<file path="src/rtl/demux_load_ctrl.sv">
// demux_load_ctrl: sequences one input frame into a 16-entry neuron input bank.
// Words from a valid/ready stream are written one per cycle through the bank's
// 1-to-16 enable demux. After N_WORDS writes the neuron array is kicked with a
// one-cycle layer_start. The block then waits for layer_done and pulses frame_done.
module demux_load_ctrl #(
  parameter int WIDTH   = 16,
  parameter int N_WORDS = 16   // 1..16
) (
  input  logic             clk,
  input  logic             rst,
  input  logic             start,
  input  logic             abort,
  input  logic             in_valid,
  input  logic [WIDTH-1:0] in_data,
  output logic             in_ready,
  output logic [3:0]       wr_sel,
  output logic             wr_en,
  output logic [WIDTH-1:0] wr_data,
  output logic             layer_start,
  input  logic             layer_done,
  output logic             busy,
  output logic             frame_done
);

  typedef enum logic [2:0] {
    S_IDLE,
    S_LOAD,
    S_FIRE,
    S_WAIT,
    S_DONE
  } state_t;

  localparam logic [3:0] LAST_IDX = 4'(N_WORDS - 1);

  state_t     state, state_nxt;
  logic [3:0] idx;
  logic       accept;

  // Handshake and status are pure decodes of the state.
  assign in_ready = (state == S_LOAD);
  assign busy     = (state != S_IDLE);
  // A word offered in the same cycle as abort is dropped.
  assign accept   = in_valid & in_ready & ~abort;

  // State register.
  always_ff @(posedge clk) begin
    if (rst) state <= S_IDLE;
    else     state <= state_nxt;
  end

  // Next-state logic; abort overrides every transition.
  always_comb begin
    state_nxt = state;
    if (abort) begin
      state_nxt = S_IDLE;
    end else begin
      case (state)
        S_IDLE: if (start) state_nxt = S_LOAD;
        S_LOAD: if (accept && idx == LAST_IDX) state_nxt = S_FIRE;
        S_FIRE: state_nxt = S_WAIT;
        S_WAIT: if (layer_done) state_nxt = S_DONE;
        S_DONE: state_nxt = S_IDLE;
        default: state_nxt = S_IDLE;
      endcase
    end
  end

  // Write index: cleared at frame start and abort, and after the last word.
  always_ff @(posedge clk) begin
    if (rst || abort) begin
      idx <= '0;
    end else if (state == S_IDLE && start) begin
      idx <= '0;
    end else if (accept) begin
      idx <= (idx == LAST_IDX) ? 4'd0 : idx + 4'd1;
    end
  end

  // Registered bank-side and array-side outputs.
  // wr_sel and wr_data hold between writes.
  always_ff @(posedge clk) begin
    if (rst) begin
      wr_en       <= 1'b0;
      wr_sel      <= '0;
      wr_data     <= '0;
      layer_start <= 1'b0;
      frame_done  <= 1'b0;
    end else begin
      wr_en       <= accept;
      layer_start <= ~abort & (state == S_FIRE);
      frame_done  <= ~abort & (state == S_WAIT) & layer_done;
      if (accept) begin
        wr_sel  <= idx;
        wr_data <= in_data;
      end
    end
  end

endmodule

</file>
<file path="config.mk">
export PLATFORM = sky130hd
export DESIGN_NAME = demux_load_ctrl
export DESIGN_NICKNAME = d
export VERILOG_FILES = /design/src/rtl/demux_load_ctrl.sv
export SDC_FILE = /design/constraint.sdc
export NUM_CORES = 1
export LEC_CHECK = 0
export CAP_MARGIN = 0
export CORE_AREA = 2 2 65 67
export CTS_CLUSTER_DIAMETER = 30
export DETAILED_ROUTE_END_ITERATION = 6
export DIE_AREA = 0 0 67 69
export PLACE_DENSITY = 0.7
export SLEW_MARGIN = 10
export SYNTH_ARGS = -nofsm -noshare
export SYNTH_HDL_FRONTEND = slang
export SYNTH_SLANG_ARGS = --single-unit
</file>
<file path="constraint.sdc">
create_clock -name clk -period 3.36 [get_ports clk]
set_input_delay 0.672 -clock clk [delete_from_list [all_inputs] [get_ports clk]]
set_output_delay 0.672 -clock clk [all_outputs]
set_load 0.005 [all_outputs]
</file>
==> flow_summary.toml <==
[yosys]
syn_area_per_cell_um2 = 8.48
yosys_warnings = 0
synth_edf_count = 0
synth_top_cell_area_share_pct = 53.6
synth_top_cell_by_area = "dfxtp_1"
synth_cells = 132
netlist_area_um2 = 1120
post_synth_num_cell_types = 27
synthTopCellsByArea = "dfxtp_1 54%, nand2_1 14%, a21oi_1 11%"
synth_seq_cells = 30
ys_seq_area_share_pct = 53.6
async_flop_share_pct = 0
synth_fp_nets = 155
ys.flop_type = "dfxtp_1"

[clocking]
clkSinkCount = 30
postCtsHoldBufs = 0
clk_latency_ns = 0.28
root_buffer = "clkbuf_8"
clockBufferDepth = 2
numCtsBuffers = 5
cts_tree = "yes"
htreeDepth = 2
cts_setup_buffers = 0
ctsResizeCount = 0
clk_pin_slew_worst_paths_ns = 0.06

[power_and_ir_drop]
internal_power_uw = 557
peakVddDrop_mv = 0.207
combPwrFrac_pct = 7.3
p_total_uw = 713
leakage_nw = 0.589
power_frac_clock_pct = 42.1
pwr-share-seq_pct = 50.6
p_sw_share_pct = 22.0
p_per_area_nw_per_um2 = 420
p_sw_uw = 157

[finish]
fin_area_um2 = 1700
areaGrowthSynthToFinish_pct = 51.8
final_cells = 230
fillers = 419
final_common_cell = "clkdlybuf4s50_1"
final-seq-area_um2 = 601
multi_input_area_um2 = 470
layout.nets = 202
mostFrequentLayoutCells = "46 x clkdlybuf4s50_1, 43 x nand2_1, 30 x dfxtp_1, 25 x a21oi_1, 6 x clkbuf_8"
drive_gt1_share_pct = 6.67
antennaDiodeCount = 0

[critical_path]
path_max_fanout = 23
path_cells = "clkdlybuf4s50_1 -> nor2b_1 -> and2_1 -> a22oi_1 -> nor3_1"
startpoint_type = "input pin"
critPathCaptureType = "flip-flop"
critPathKind = "in2reg"
cp.required_ns = 3.56
critical-path-slowest-cell = "and2_1"
critPathMaxStageDelay_ns = 0.71
path_buf_inv = 1
cp_top_family = "simple AND/OR/NAND/NOR gates"
arrival_ns = 2.44

[sta]
setup_violations = 0
min_period_over_period_pct = 66.6
hold_slack_ns = 0.453
slew_viol_final = 0
fin_worst_skew_ns = 0.00385
finalSetupTns_ns = 0
period_needed_ns = 2.24
slew_headroom_pct = 45.7
hold_violations = 0
fmax_mhz = 447
worst_pin_slew_ns = 0.814
rsz0062_at_grt = "no"

[routing]
wl_per_cell_um = 11.1
drc = 0
dr.first_iter.drc_count = 61
vias = 1021
avgViaCountPerCell = 4.44
firstDrtPassIters = 4
postRouteAntennaNets = 0
drt_wl_total_um = 2560

[global_routing]
antenna_found_initial = 0
grt_pass1_vias = 931
grt_pass1_wl_um = 4010
grt.total_usage_pct = 11.6
grt_max_degree = 26
grt-ovfl-total = 0

[placement]
place_inst = 222
gp_congestion = 0.652
portBuffers = 46
placed_area_um2 = 1610
place_hpwl_um = 1720

[flow_run]
maxCapViolCount = 0

[worst_hold_path]
hp-class = "reg2reg"

[floorplanning]
die_area_um2 = 4620
die_w_um = 67
coreArea_um2 = 3910
num_io_pins = 47
start_util_pct = 28.6
die_height_um = 69
num_rows = 23

[outcome]
status = "finished clean"
## worst register-to-register path, stage by stage, from the launching register on
cell and delay [ns]:
dfxtp_1 0.39, nor3b_4 0.29, and2_1 0.71, a22oi_1 0.15, nor3_1 0.17
## per-layer routing
layer	routed length, um	GRT usage [%]	vias to the layer above
li1	-	-	531
met1	1120	12.4	451
met2	1190	18.0	35
met3	228	6.69	4
met4	18	5.44	0
met5	0	0	-
## area by class of cell
class / instances / share of cell area, %
Clock buffer: 6 / 4.86
Clock inverter: 2 / 0.736
Inverter: 1 / 0.221
Multi-Input combinational cell: 94 / 27.7
Sequential cell: 30 / 35.3
Tap cell: 50 / 3.68
Timing Repair Buffer: 47 / 27.5
## state kept, by name, indices dropped and copies added, names as in the netlist
register	flops
frame_done	1
wr_data	16
wr_en	1
idx	4
wr_sel	4
layer_start	1
state	3
## power groups by stage
| stage | combinational [mW] | sequential [mW] | clock, mW |
|---|---|---|---|
| 3_3_place_gp | 0.0527 | 0.369 | 0 |
| 4_1_cts | 0.0531 | 0.361 | 0.316 |
| 6_report | 0.0521 | 0.361 | 0.300 |
| 5_1_grt | 0.0568 | 0.361 | 0.331 |
| 2_1_floorplan | 0.0161 | 0.369 | 0 |
| 3_5_place_dp | 0.0526 | 0.369 | 0 |
## kinds of logic after synthesis
logic type                 count (synthesis)  synth area share, %
and+or+nand+nor                           62                 25.7
AOI/OAI and AO/OA                         30                 14.4
DFF                                       30                 53.6
buffers and inverters                      8                 4.36
xor gates and xnor gates                   1                0.782
adders and majority gates                  1                 1.12
## Yosys cell counts, types with 2 or more instances
cell type	instances
nand2_1	43
dfxtp_1	30
a21oi_1	25
and3_1	4
clkbuf_1	4
nor2_1	3
buf_6	2
or3_1	2
## worst paths after layout
path	cells past startpoint	slack, ns	from	endpoint
min reg2reg	2	0.45	wr_data[2]	wr_data[2]
max	5	1.12	abort	state[1]
max reg2reg	4	1.57	state[0]	state[1]
min	2	0.45	wr_data[2]	wr_data[2]
## per-stage QoR
step / util, % / setup slack (ns)
floorplan: - / 1.84
global placement: 41.0 / 0.882
detailed placement: 41.0 / 0.798
CTS: 43.4 / 1.09
global route: 43.4 / 0.886
finish: 43.4 / 1.12
No activity file was read; power rests on OpenSTA's default activity.
